## src/rtl/countdown_ctrl.sv

```systemverilog
// Two-digit BCD countdown sequencer: load, start/pause/resume, clear, per-second
// decrement with tens borrow and a timed end-of-count alarm.
module countdown_ctrl #(
  parameter int TICK_DIV   = 50000000,
  parameter int ALARM_SECS = 5
) (
  input  logic       clk,
  input  logic       rst_n,
  input  logic       sw,
  input  logic       start_pb,
  input  logic       clear_pb,
  input  logic [3:0] load_ones,
  input  logic [3:0] load_tens,
  output logic [3:0] ones,
  output logic [3:0] tens,
  output logic       running,
  output logic       done,
  output logic       alarm
);

  localparam int PW = (TICK_DIV > 2) ? $clog2(TICK_DIV) : 1;
  localparam int AW = (ALARM_SECS > 1) ? $clog2(ALARM_SECS + 1) : 1;

  typedef enum logic [1:0] {
    ST_IDLE,
    ST_RUN,
    ST_PAUSE,
    ST_DONE
  } state_t;

  state_t        state_reg;
  logic [3:0]    ones_reg;
  logic [3:0]    tens_reg;
  logic [PW-1:0] presc_reg;
  logic [AW-1:0] alarm_cnt_reg;
  logic          running_reg;
  logic          done_reg;
  logic          alarm_reg;

  logic [3:0]    load_raw     [2];
  logic [3:0]    load_clamped [2];
  logic          load_nonzero;
  logic [3:0]    dec_ones;
  logic [3:0]    dec_tens;
  logic          dec_zero;
  logic          counting;
  logic          tick;
  logic          to_idle;

  assign load_raw[0] = load_ones;
  assign load_raw[1] = load_tens;

  // Out-of-range BCD presets saturate to 9 rather than being rejected.
  genvar gi;
  generate
    for (gi = 0; gi < 2; gi++) begin : g_clamp
      assign load_clamped[gi] = (load_raw[gi] > 4'd9) ? 4'd9 : load_raw[gi];
    end
  endgenerate

  assign load_nonzero = (load_clamped[0] != 4'd0) || (load_clamped[1] != 4'd0);

  always_comb begin
    dec_ones = ones_reg;
    dec_tens = tens_reg;
    if (ones_reg != 4'd0) begin
      dec_ones = ones_reg - 4'd1;
    end else if (tens_reg != 4'd0) begin
      dec_ones = 4'd9;
      dec_tens = tens_reg - 4'd1;
    end
  end

  assign dec_zero = (dec_ones == 4'd0) && (dec_tens == 4'd0);
  assign counting = (state_reg == ST_RUN) || (state_reg == ST_DONE);
  assign tick     = counting && (presc_reg == PW'(TICK_DIV - 1));
  assign to_idle  = clear_pb || ((state_reg == ST_DONE) && start_pb);

  always_ff @(posedge clk) begin
    if (!rst_n) begin
      state_reg     <= ST_IDLE;
      ones_reg      <= 4'd0;
      tens_reg      <= 4'd0;
      presc_reg     <= '0;
      alarm_cnt_reg <= '0;
      running_reg   <= 1'b0;
      done_reg      <= 1'b0;
      alarm_reg     <= 1'b0;
    end else if (to_idle) begin
      state_reg     <= ST_IDLE;
      ones_reg      <= load_clamped[0];
      tens_reg      <= load_clamped[1];
      presc_reg     <= '0;
      alarm_cnt_reg <= '0;
      running_reg   <= 1'b0;
      done_reg      <= 1'b0;
      alarm_reg     <= 1'b0;
    end else begin
      if (counting) begin
        presc_reg <= tick ? '0 : presc_reg + PW'(1);
      end
      case (state_reg)
        ST_IDLE: begin
          ones_reg <= load_clamped[0];
          tens_reg <= load_clamped[1];
          if (start_pb && sw && load_nonzero) begin
            state_reg   <= ST_RUN;
            presc_reg   <= '0;
            running_reg <= 1'b1;
          end
        end
        ST_RUN: begin
          if (tick) begin
            ones_reg <= dec_ones;
            tens_reg <= dec_tens;
          end
          // Reaching 00 outranks a coincident pause request.
          if (tick && dec_zero) begin
            state_reg     <= ST_DONE;
            presc_reg     <= '0;
            alarm_cnt_reg <= '0;
            running_reg   <= 1'b0;
            done_reg      <= 1'b1;
            alarm_reg     <= 1'b1;
          end else if (start_pb || !sw) begin
            state_reg   <= ST_PAUSE;
            running_reg <= 1'b0;
          end
        end
        ST_PAUSE: begin
          if (start_pb && sw) begin
            state_reg   <= ST_RUN;
            running_reg <= 1'b1;
          end
        end
        ST_DONE: begin
          ones_reg <= 4'd0;
          tens_reg <= 4'd0;
          if (tick && alarm_reg) begin
            alarm_cnt_reg <= alarm_cnt_reg + AW'(1);
            if (alarm_cnt_reg == AW'(ALARM_SECS - 1)) begin
              alarm_reg <= 1'b0;
            end
          end
        end
        default: begin
          state_reg <= ST_IDLE;
        end
      endcase
    end
  end

  assign ones    = ones_reg;
  assign tens    = tens_reg;
  assign running = running_reg;
  assign done    = done_reg;
  assign alarm   = alarm_reg;

endmodule

```

## config.mk

```make
export PLATFORM = sky130hd
export DESIGN_NAME = countdown_ctrl
export DESIGN_NICKNAME = d
export VERILOG_FILES = /design/src/rtl/countdown_ctrl.sv
export SDC_FILE = /design/constraint.sdc
export NUM_CORES = 1
export LEC_CHECK = 0
export CORE_ASPECT_RATIO = 1.4
export CORE_UTILIZATION = 45
export DETAILED_ROUTE_END_ITERATION = 8
export PLACE_DENSITY = 0.66
export SYNTH_ARGS = -nofsm -noshare
export SYNTH_HDL_FRONTEND = slang
export SYNTH_SLANG_ARGS = --single-unit
```

## constraint.sdc

```tcl
create_clock -name clk -period 2.4 [get_ports clk]
set_input_delay 0.72 -clock clk [delete_from_list [all_inputs] [get_ports clk]]
set_output_delay 0.72 -clock clk [all_outputs]
set_load 0.02 [all_outputs]
```

== After elaboration in Yosys (flattened, before gate mapping) ==
Index checks and enable logic that the tools add are counted.

* Add/subtract/negate cells: 4
* Multiply operators: 0
* Divide/modulo/power cells: 0
* Order comparisons: 2
* Eq/ne operators: 12
* Shift-type cells: 0
* Muxes and demuxes: 34
* Bitwise gates (word level): 1
* Reduce and logical (&&, ||, !) cells: 28

{| class="wikitable"
|+ Operators with widths
! operator !! number
|-
| 26-bit two-way mux || 4
|-
| 26-bit one-hot mux with 2 select lines || 1
|-
| 4-bit two-way mux || 10
|-
| 26-bit by 1-bit adder with 26-bit output (second input constant) || 1
|-
| 26-bit equality test (second input constant) || 1
|-
| 4-bit one-hot mux with 3 select lines || 2
|-
| 4-bit nonzero test || 5
|-
| 4-bit greater-than comparator (second input constant) || 2
|-
| 4-bit logical NOT || 2
|-
| 2-bit two-way mux || 4
|-
| 4-bit AND reduction || 2
|-
| 4-bit by 1-bit subtractor with 4-bit output (second input constant) || 2
|-
| 1-bit logical AND || 7
|-
| 1-bit two-way mux || 7
|-
| 3-bit two-way mux || 2
|-
| 2-bit by 1-bit inequality test with 1-bit output (second input constant) || 3
|-
| 2-bit one-hot mux with 3 select lines || 1
|-
| 3-bit one-hot mux with 2 select lines || 1
|-
| 2-bit equality test (second input constant) || 2
|-
| 1-bit logical OR || 4
|-
| 2-bit inequality test (second input constant) || 2
|-
| 2-bit AND reduction || 2
|-
| 3-bit by 1-bit adder with 3-bit output (second input constant) || 1
|-
| 3-bit equality test (second input constant) || 1
|-
| 12 further kinds || 12
|}

* Register bits after elaboration: 42
* Bits in latches: 0
* RAM bits: 0
* Bits in read-only memories: 0
* Input port bits: 13
* Output and inout bits: 11
* Word-level logic and storage cells: 89
* Memories: 0

== Longest topological paths before layout ==
Gate-level depths: netlist (run 1).

* Depth in word-level cells: 8
* Mapped depth: 9

== Least setup slack after synthesis (run 1) ==
OpenSTA, ideal clock, no wires.

* Kind: register -> register
* Start point: reg ones_reg[0], in the netlist ones[0]
* End point: reg alarm_cnt_reg[0]
* Data arrival time: 2149 ps
* Required time: 2327 ps
* Path slack: 178 ps
* Stages on the path, launching flop included: 9
* Cells stage by stage: dfxtp_1 inv_1 ha_1 and4bb_1 o21bai_1 a2111oi_2 nor2_1 or3_1 a21oi_1

* Word-level cells in the longest chain between the ends: 7
* Elaborated cells on any way between the ends: 11

{| class="wikitable"
|+ Ends and longest elaborated chain
! what !! line !! source
|-
| start: declaration || 32 || <nowiki>logic [3:0] ones_reg;</nowiki>
|-
| start signal: assignment || 91 || <nowiki>ones_reg <= load_clamped[0];</nowiki>
|-
| start signal: assignment || 104 || <nowiki>ones_reg <= load_clamped[0];</nowiki>
|-
| start signal: assignment || 114 || <nowiki>ones_reg <= dec_ones;</nowiki>
|-
| 4-bit by 1-bit subtractor with 4-bit output (tied with other cells) || 67 || <nowiki>dec_ones = ones_reg - 4'd1;</nowiki>
|-
| 4-bit two-way mux || 66 || <nowiki>if (ones_reg != 4'd0) begin</nowiki>
|-
| 4-bit logical NOT || 74 || <nowiki>assign dec_zero = (dec_ones == 4'd0) && (dec_tens == 4'd0);</nowiki>
|-
| 1-bit logical AND (*) || 74 ||
|-
| 1-bit logical AND (*) || 118 || <nowiki>if (tick && dec_zero) begin</nowiki>
|-
| 2-bit by 1-bit inequality test with 1-bit output (no source line) (*) || -- ||
|-
| 3-bit AND reduction (no source line) (*) || -- ||
|-
| end signal: assignment || 140 || <nowiki>alarm_cnt_reg <= alarm_cnt_reg + AW'(1);</nowiki>
|-
| end: declaration || 35 || <nowiki>logic [AW-1:0] alarm_cnt_reg;</nowiki>
|}

Every way passes the cells marked *; elsewhere a longest branch is shown, timed or not.
A chain may end at the register's enable or synchronous reset.

== Worst setup path after layout (run 1) ==
* Start point: reg ones_reg[0], in the netlist ones[0]
* End point: reg alarm_reg, in the netlist alarm

* Word-level cells in the longest chain between the ends: 7
* Elaborated cells on any way between the ends: 11

{| class="wikitable"
|+ Ends and longest elaborated chain
! what !! line !! source
|-
| 4-bit by 1-bit subtractor with 4-bit output (tied with other cells) || 67 ||
|-
| 4-bit two-way mux || 66 ||
|-
| 4-bit logical NOT || 74 ||
|-
| 1-bit logical AND (*) || 74 ||
|-
| 1-bit logical AND (*) || 118 ||
|-
| 2-bit by 1-bit inequality test with 1-bit output (no source line) (*) || -- ||
|-
| 4-bit AND reduction (no source line) (*) || -- ||
|-
| end signal: assignment || 88 || <nowiki>alarm_reg <= 1'b0;</nowiki>
|-
| end signal: assignment || 97 || <nowiki>alarm_reg <= 1'b0;</nowiki>
|-
| end signal: assignment || 124 || <nowiki>alarm_reg <= 1'b1;</nowiki>
|-
| end: declaration || 38 || <nowiki>logic alarm_reg;</nowiki>
|}

Marks and branches as above.

==> results.sh, run 1 <==
export IMPL_ant_nets=0
export IMPL_synth_seq_area_share_pct=35.1
export IMPL_cts_buffers=5
export IMPL_yosys_warnings=0
export IMPL_power_frac_seq_pct=50.1
export IMPL_coreArea_um2=5160
export IMPL_synthToLayoutAreaGrowth_pct=20.9
export IMPL_min_period_over_period_pct=91.9
export IMPL_synth_simple_area_share_pct=29.7
export IMPL_syn_inst=292
export IMPL_power_leakage_nw=0.989
export IMPL_pre_cts_slack_ns=0.0388
export IMPL_finalInstanceArea_um2=2890
export IMPL_start_util_pct=46.4
export IMPL_synth_async_sr_flop_share_pct=0
export IMPL_startpoint="ones[0]"
export IMPL_synth_edff_count=0
export IMPL_clk_latency_ns=0.29
export IMPL_io_buffers=23
export IMPL_first_pass_iters=4
export IMPL_clk_path_buf_depth=2
export IMPL_switching_share_pct=27.9
export IMPL_tns_ns=0
export IMPL_rsz0062_at_grt="no"
export IMPL_overflow=0
export IMPL_drt_initial_drc_count=107
export IMPL_synth_compound_area_share_pct=16.1
export IMPL_grt_max_degree=25
export IMPL_critical_path_class="reg -> reg"
export IMPL_yosysUniqueCellTypes=50
export IMPL_power_density_nw_per_um2=507
export IMPL_antenna_cells=0
export IMPL_die_area_um2=5620
export IMPL_final_common_cell="nor2_1"
export IMPL_drc=0
export IMPL_maxCapViolCount=0
export IMPL_setup_violations=0
export IMPL_synth_avg_cell_area_um2=8.19
export IMPL_dieHeight_um=88.3
export IMPL_synthXorXnorAreaFrac_pct=9.15
export IMPL_nets=354
export IMPL_synth_nets=314
export IMPL_rows=31
export IMPL_tightest_slew_ns=0.449
export IMPL_clkPwrFrac_pct=29.3
export IMPL_fp_dieW_um=63.6
export IMPL_wl_per_cell_um=13.4
export IMPL_cp_arrival_ns=2.43
export IMPL_reg2reg_from="ones[0]"
export IMPL_htreeDepth=2
export IMPL_grt_pass1_vias=2036
export IMPL_p_sw_w=0.000410
export IMPL_post_place_cells=391
export IMPL_slew_viol_final=0
export IMPL_cts_tree="yes"
export IMPL_stdcell_count=398
export IMPL_synth_adder_area_share_pct=4.71
export IMPL_start_kind="flip-flop"
export IMPL_yosys_most_used_dff="dfxtp_1"
export IMPL_grt_use_total_pct=21.1
export IMPL_grt_first_pass_wirelength_mm=9.34
export IMPL_intPower_w=0.00106
export IMPL_dpl_instance_area_um2=2810
export IMPL_required_ns=2.62
export IMPL_cts_sinks=42
export IMPL_fin_ws_ns=0.193
export IMPL_period_needed_ns=2.21
export IMPL_clkTransAtPathRegs_ns=0.08
export IMPL_drive_gt1_share_pct=11.1
export IMPL_min_path_type="reg -> reg"
export IMPL_pwr_share_comb_pct=20.6
export IMPL_largest_register_ffs=26
export IMPL_hold_viol=0
export IMPL_critPathCapture="alarm"
export IMPL_vias_per_cell=5.49
export IMPL_rr_worst_depth=9
export IMPL_num_vias=2184
export IMPL_max_clock_freq_mhz=453
export IMPL_yosys_mux_area_fraction_pct=1.67
export IMPL_status="complete, no violations"
export IMPL_synth_area_um2=2390
export IMPL_final_cell_mix="nor2_1 (52), dfxtp_1 (40), clkdlybuf4s50_1 (23)"
export IMPL_synth_top_family_by_area="simple AND/OR/NAND/NOR gates"
export IMPL_place_congestion=0.862
export IMPL_drt_total_wl_mm=5.34
export IMPL_root_buffer="clkbuf_8"
export IMPL_peakVddDrop_mv=0.276
export IMPL_skew_ns=0.00448
export IMPL_io_pins=24
export IMPL_timing_rr_end="alarm"
export IMPL_dp_hpwl_mm=4.01
export IMPL_antenna_found_initial=0
export IMPL_critPathMaxFanout=7
export IMPL_yosys_register_bits=42
export IMPL_reg2reg_slack_ns=0.19
export IMPL_crit_path_end_kind="flip-flop"
export IMPL_fin_util_pct=56.1
export IMPL_slew_headroom_pct=70.0
kinds of logic (layout without fill, tap and decap cells):
kind of cell | Yosys count | in the layout
compound gates | 57 | 57
xor+xnor | 25 | 25
fa+ha+maj | 9 | 9
buf+inv | 20 | 60
flops | 42 | 42
mux | 4 | 4
simple gates | 135 | 135
per-stage QoR:
step           power [W]  hold WS, ns
3_5_place_dp     0.00105        0.466
5_1_grt          0.00155        0.508
3_3_place_gp     0.00105        0.448
2_1_floorplan   0.000924        0.452
4_1_cts          0.00148        0.479
6_report         0.00147        0.477
cells in the mapped netlist (5+ instances only):
library cell	n	area (um^2)
dfxtp_1	42	841
o21ai_0	6	30.0
inv_1	13	48.8
a211oi_1	8	60.1
a21oi_1	18	90.1
ha_1	9	113
nor3_1	5	25.0
nand4_1	5	31.3
xnor2_1	14	123
nand2_1	22	82.6
nor2_1	52	195
nand3_1	17	85.1
xor2_1	11	96.3
cell type report:
cell class                 instances  area (um^2)
multi-input combinational        230         1470
tap                               66         82.6
timing repair buffer              40          370
sequential                        42          843
fill                             511         2270
clock buffer                       7         76.3
inverter                          13         48.8
worst max-delay path, stage by stage, from the launching register on:
cell	delay, ns
dfxtp_2	0.35
inv_1	0.10
ha_2	0.25
and4bb_1	0.21
o21bai_1	0.09
a2111oi_2	0.31
buf_4	0.19
nand4_4	0.15
or3_1	0.33
a31oi_1	0.15
metal layers:
metal	vias to the layer above	track usage [%]	share of wire [%]	wire [um]
li1	1115	-	-	-
met1	1026	24.7	44	2330
met2	34	37.0	52	2760
met3	9	3.87	2.4	129
met4	0	9.71	2.2	120
met5	-	0	0	0
power groups by stage:
stage | Sequential, W | Combinational, W | Clock [W]
after floorplan | 0.000766 | 0.000158 | 0
after global placement | 0.000750 | 0.000296 | 0
after detailed placement | 0.000750 | 0.000299 | 0
after CTS | 0.000734 | 0.000300 | 0.000442
after global routing | 0.000739 | 0.000331 | 0.000482
final | 0.000735 | 0.000302 | 0.000430
repair_timing:
item,4_1_cts,5_1_grt
gates resized for setup,0,4
setup endpoints to repair,0,8
buffers inserted,0,0
hold buffers,0,0
endpoints found under the hold margin,0,0
worst min-delay path by stage:
stage | depth (start not counted) | start | slack, ns | endpoint
after floorplan | 2 | alarm_cnt_reg[2] | 0.45 | alarm_cnt_reg[2]
after global placement | 1 | done | 0.45 | done
after detailed placement | 1 | done | 0.47 | done
after CTS | 1 | done | 0.48 | done
after global routing | 2 | running | 0.51 | running
final | 1 | done | 0.48 | done
(Power assumes the default switching activity.)
==> run 2, diff against run 1 <==
Settings changed: CORE_ASPECT_RATIO 1.4 to not set.
==> run 2 against run 1 <==
Compared with the run above:
- first-iteration DRC count up 18%
- setup slack worse by 0.038 ns
- count of clock-buffer cells in the layout down 2
- sequential power down 0.7%
- combinational power up 2%
- via count down 0.41%
- hold slack better by 0.00062 ns
- non-clock buffer count unchanged
- clock power up 9.8%
==> results.sh, run 2 (same netlist as run 1, synthesis figures left out) <==
export IMPL_start_kind="flip-flop"
export IMPL_max_clock_freq_mhz=445
export IMPL_seqCellArea_um2=841
export IMPL_num_vias=2175
export IMPL_root_buffer="clkbuf_8"
export IMPL_antenna_found_initial=0
export IMPL_critical_path_class="reg -> reg"
export IMPL_power_leakage_nw=0.991
export IMPL_n_fill_cell=497
export IMPL_final_common_cell="nor2_1"
export IMPL_status="complete, no violations"
export IMPL_io_buffers=23
export IMPL_grt_max_degree=25
export IMPL_drt_initial_drc_count=126
export IMPL_hold_viol=0
export IMPL_start_util_pct=46.8
export IMPL_fp_dieW_um=74.9
export IMPL_min_path_type="reg -> reg"
export IMPL_period_needed_ns=2.24
export IMPL_htreeDepth=2
export IMPL_clkTransAtPathRegs_ns=0.08
export IMPL_required_ns=2.62
export IMPL_dieHeight_um=74.9
export IMPL_grt_pass1_vias=1845
export IMPL_min_period_over_period_pct=93.5
export IMPL_skew_ns=0.0118
export IMPL_crit_path_end_kind="flip-flop"
export IMPL_rows=26
export IMPL_rsz0062_at_grt="no"
export IMPL_tightest_slew_ns=0.540
export IMPL_drt_total_wl_mm=5.26
export IMPL_largest_register_ffs=26
export IMPL_synthToLayoutAreaGrowth_pct=21.7
export IMPL_first_pass_iters=4
export IMPL_met3_usage_pct=4.95
export IMPL_overflow=0
export IMPL_power_density_nw_per_um2=518
export IMPL_multi_input_area_um2=1470
export IMPL_hold_slack_ns=0.478
export IMPL_cts_tree="yes"
export IMPL_setup_violations=0
export IMPL_final_cell_mix="nor2_1 (52), dfxtp_1 (42), clkdlybuf4s50_1 (23)"
export IMPL_die_area_um2=5610
export IMPL_clk_latency_ns=0.30
export IMPL_slew_viol_final=0
export IMPL_cp_arrival_ns=2.46
export IMPL_wl_per_cell_um=13.0
export IMPL_cts_buffers=5
export IMPL_vias_per_cell=5.40
export IMPL_antenna_cells=0
export IMPL_drive_gt1_share_pct=11.4
export IMPL_peakVddDrop_mv=0.297
export IMPL_coreArea_um2=5110
export IMPL_drc=0
export IMPL_grt_use_total_pct=20.1
export IMPL_clk_path_buf_depth=2
export IMPL_place_congestion=0.913
export IMPL_tns_ns=0
export IMPL_dp_hpwl_mm=3.87
export IMPL_ant_nets=0
export IMPL_critPathMaxFanout=7
export IMPL_reg2reg_slack_ns=0.16
export IMPL_grt_first_pass_wirelength_mm=8.56
export IMPL_nets=354
export IMPL_cts_sinks=42
export IMPL_grt_most_used_layer="met2"
export IMPL_maxCapViolCount=0
export IMPL_use_met1_pct=27.2
export IMPL_io_pins=24
export IMPL_use_met2_pct=31.4
export IMPL_slew_headroom_pct=63.9
## run 2: cell types whose count changed in the layout (fill, tap and decap cells not counted), sizes merged
cell      change
clkbuf        -2
clkinvlp      +2
inv           +1
## run 2: metal layers
layer / vias to the layer above / part of all wire [%]
met1: 1007 / 50
met5: - / 0
met2: 40 / 45
met3: 7 / 3.6
met4: 0 / 1.2
li1: 1121 / -
## run 2: report_power, final
part,switching (W),leakage [nW],total (W),internal (W)
clock,0.000263,0.0408,0.000472,0.000208
sequential,0.0000170,0.340,0.000730,0.000713
combinational,0.000161,0.610,0.000307,0.000145
## run 2: cell type report
cell class,count,area share [%]
timing repair buffer,40,12.7
clock inverter,3,0.817
multi-input combinational,230,50.5
sequential,42,28.9
clock buffer,5,2.36
inverter,13,1.68
tap,70,3.01
## run 2: path summary, 6_finish.rpt
check	cells after the start	startpoint	to
hold / removal	1	done	done
setup / recovery	9	tens[0]	alarm
hold reg to reg	1	done	done
setup reg to reg	9	tens[0]	alarm
## run 2: worst max-delay path, cell delays in order (launching register included)
cell	delay (ns)
dfxtp_1	0.32
inv_1	0.09
ha_2	0.24
and4bb_1	0.20
o21bai_1	0.09
a2111oi_2	0.39
buf_4	0.19
nand4_4	0.15
or3_1	0.33
a31oi_1	0.17
## run 2: timing repair
| item | CTS | global route |
|---|---|---|
| setup endpoints to repair | 0 | 3 |
| resized for setup | 0 | 2 |
| setup buffers | 0 | 0 |
| hold buffers | 0 | 0 |
## run 2: through the flow
stage               util, %  std cells  total power, W  setup slack [ns]  area, um^2
floorplan                 -        292        0.000924             0.178        2390
global placement       55.1        395         0.00105            0.0942        2810
global route           57.0        403         0.00158           0.00940        2910
finish                 57.0        403         0.00151             0.155        2910
detailed placement     55.1        395         0.00105            0.0237        2810
CTS                    56.9        403         0.00152            0.0985        2910
==> run 3, diff against run 2 <==
Settings changed: CORE_UTILIZATION 45 to 25, PLACE_DENSITY 0.66 to 0.46.
==> run 3 against run 2 <==
Compared with the run above:
- core utilization shrank 25 points
- combinational power fell by 1%
- sequential power hardly changed
- power grew 1.2%
- setup slack improved by 0.054 ns
- highest routed layer unchanged
- critical endpoint unchanged
==> results.sh, run 3 (same netlist as run 1, synthesis figures left out) <==
export IMPL_wl_per_cell_um=12.0
export IMPL_slew_viol_final=0
export IMPL_n_fill_cell=1000
export IMPL_ant_nets=0
export IMPL_tns_ns=0
export IMPL_htreeDepth=2
export IMPL_grt_use_total_pct=12.0
export IMPL_nets=354
export IMPL_postCtsSetupBuffers=0
export IMPL_clkPwrFrac_pct=32.1
export IMPL_maxCapViolCount=0
export IMPL_switching_share_pct=30.0
export IMPL_max_clock_freq_mhz=456
export IMPL_root_buffer="clkbuf_8"
export IMPL_start_kind="flip-flop"
export IMPL_fp_dieW_um=99.8
export IMPL_die_area_um2=9960
export IMPL_largest_register_ffs=26
export IMPL_io_pins=24
export IMPL_cp_arrival_ns=2.42
export IMPL_hold_slack_ns=0.489
export IMPL_io_buffers=23
export IMPL_holdPathEnd="alarm_cnt_reg[0]"
export IMPL_reg2reg_slack_ns=0.21
export IMPL_startpoint="tens[0]"
export IMPL_rows=35
export IMPL_skew_ns=0.00973
export IMPL_met2WireLength_mm=2.47
export IMPL_clk_path_buf_depth=2
export IMPL_routed_wl_met3_um=146
export IMPL_min_period_over_period_pct=91.3
export IMPL_slew_headroom_pct=66.1
export IMPL_grt_pass1_vias=2031
export IMPL_drt_initial_drc_count=35
export IMPL_coreArea_um2=9240
export IMPL_drt_total_wl_mm=5.56
export IMPL_grt_max_degree=25
export IMPL_hold_depth=2
export IMPL_wl_met1_mm=2.88
export IMPL_rsz0062_at_grt="no"
export IMPL_cts_tree="yes"
export IMPL_synthToLayoutAreaGrowth_pct=24.7
export IMPL_postCtsHoldBufs=0
export IMPL_power_density_nw_per_um2=511
export IMPL_p_sw_w=0.000458
export IMPL_first_pass_iters=4
export IMPL_cts_sinks=42
export IMPL_antenna_found_initial=0
export IMPL_drc=0
export IMPL_min_from="alarm_cnt_reg[0]"
export IMPL_hold_viol=0
export IMPL_dieHeight_um=99.8
export IMPL_clk_latency_ns=0.31
export IMPL_pwr_share_comb_pct=19.9
export IMPL_power_frac_seq_pct=48.1
export IMPL_dp_hpwl_mm=4.20
export IMPL_peakVddDrop_mv=0.196
export IMPL_vias_per_cell=4.61
export IMPL_cts_buffers=5
export IMPL_overflow=0
export IMPL_place_congestion=0.745
export IMPL_antenna_cells=0
export IMPL_final_common_cell="nor2_1"
export IMPL_min_path_type="reg -> reg"
export IMPL_timing_rr_end="alarm"
export IMPL_grt_first_pass_wirelength_mm=9.63
export IMPL_clkTransAtPathRegs_ns=0.09
export IMPL_critPathMaxFanout=7
export IMPL_period_needed_ns=2.19
export IMPL_drive_gt1_share_pct=11.1
export IMPL_intPower_w=0.00107
export IMPL_critical_path_class="reg -> reg"
export IMPL_setup_violations=0
export IMPL_rr_worst_depth=9
export IMPL_status="complete, no violations"
export IMPL_reg2reg_from="tens[0]"
export IMPL_num_vias=2131
export IMPL_final_cell_mix="nor2_1 (52), dfxtp_1 (42), clkdlybuf4s50_1 (23)"
export IMPL_tightest_slew_ns=0.507
export IMPL_crit_path_end_kind="flip-flop"
export IMPL_required_ns=2.63
export IMPL_start_util_pct=25.9
export IMPL_power_leakage_nw=0.996
export IMPL_dr_max_layer_used="met4"
[run 3: changes by cell type in the layout (fill, tap and decap cells not counted), sizes merged]
cell / delta
clkinvlp: -1
clkinv: +1
[run 3: metrics by stage]
stage                     util, %  total power [W]  setup WS (ns)  instances  instance area [um^2]
after floorplan                 -         0.000924          0.178        292                  2390
after global placement       31.3          0.00106          0.108        454                  2890
after detailed placement     31.3          0.00105         0.0377        454                  2890
after CTS                    32.3          0.00156          0.143        462                  2980
after global routing         32.3          0.00162        0.00404        462                  2980
final                        32.3          0.00153          0.209        462                  2980
[run 3: power groups by stage]
stage	clock [W]	combinational, W	sequential [W]
global route	0.000549	0.000334	0.000737
floorplan	0	0.000158	0.000766
global placement	0	0.000308	0.000750
finish	0.000489	0.000303	0.000733
CTS	0.000517	0.000306	0.000733
detailed placement	0	0.000304	0.000750
[run 3: routing by layer]
| layer | vias to the layer above | track usage [%] |
|---|---|---|
| met5 | - | 0 |
| met4 | 0 | 2.71 |
| met3 | 6 | 2.37 |
| met2 | 26 | 19.3 |
| met1 | 979 | 16.4 |
| li1 | 1120 | - |
[run 3: worst max-delay path by stage]
stage	to	slack, ns	depth (start not counted)
after floorplan	alarm_cnt_reg[0]	0.18	8
after global placement	state_reg[1]	0.11	7
after detailed placement	state_reg[1]	0.04	7
after CTS	alarm	0.14	9
after global routing	alarm	0.004	9
final	alarm	0.21	9
[run 3: area by class of cell]
type / instances / area (um^2) / share of cell area (%)
Multi-Input combinational cell: 230 / 1470 / 49.2
Sequential cell: 42 / 841 / 28.2
Timing Repair Buffer: 40 / 370 / 12.4
Tap cell: 129 / 161 / 5.41
Clock buffer: 5 / 68.8 / 2.31
Inverter: 13 / 48.8 / 1.64
Clock inverter: 3 / 25.0 / 0.839
[run 3: critical path: stages (launching register included)]
cell and delay, ns:
dfxtp_1 0.38, inv_1 0.10, ha_1 0.18, and4bb_1 0.19, o21bai_1 0.09, a2111oi_2 0.36
buf_4 0.19, nand4_4 0.14, or3_1 0.34, a31oi_1 0.15
[run 3: repair_timing]
action                                  in CTS  in global routing
gates resized for setup                      0                  1
endpoints found under the hold margin        0                  0
endpoints found under the setup margin       0                  2
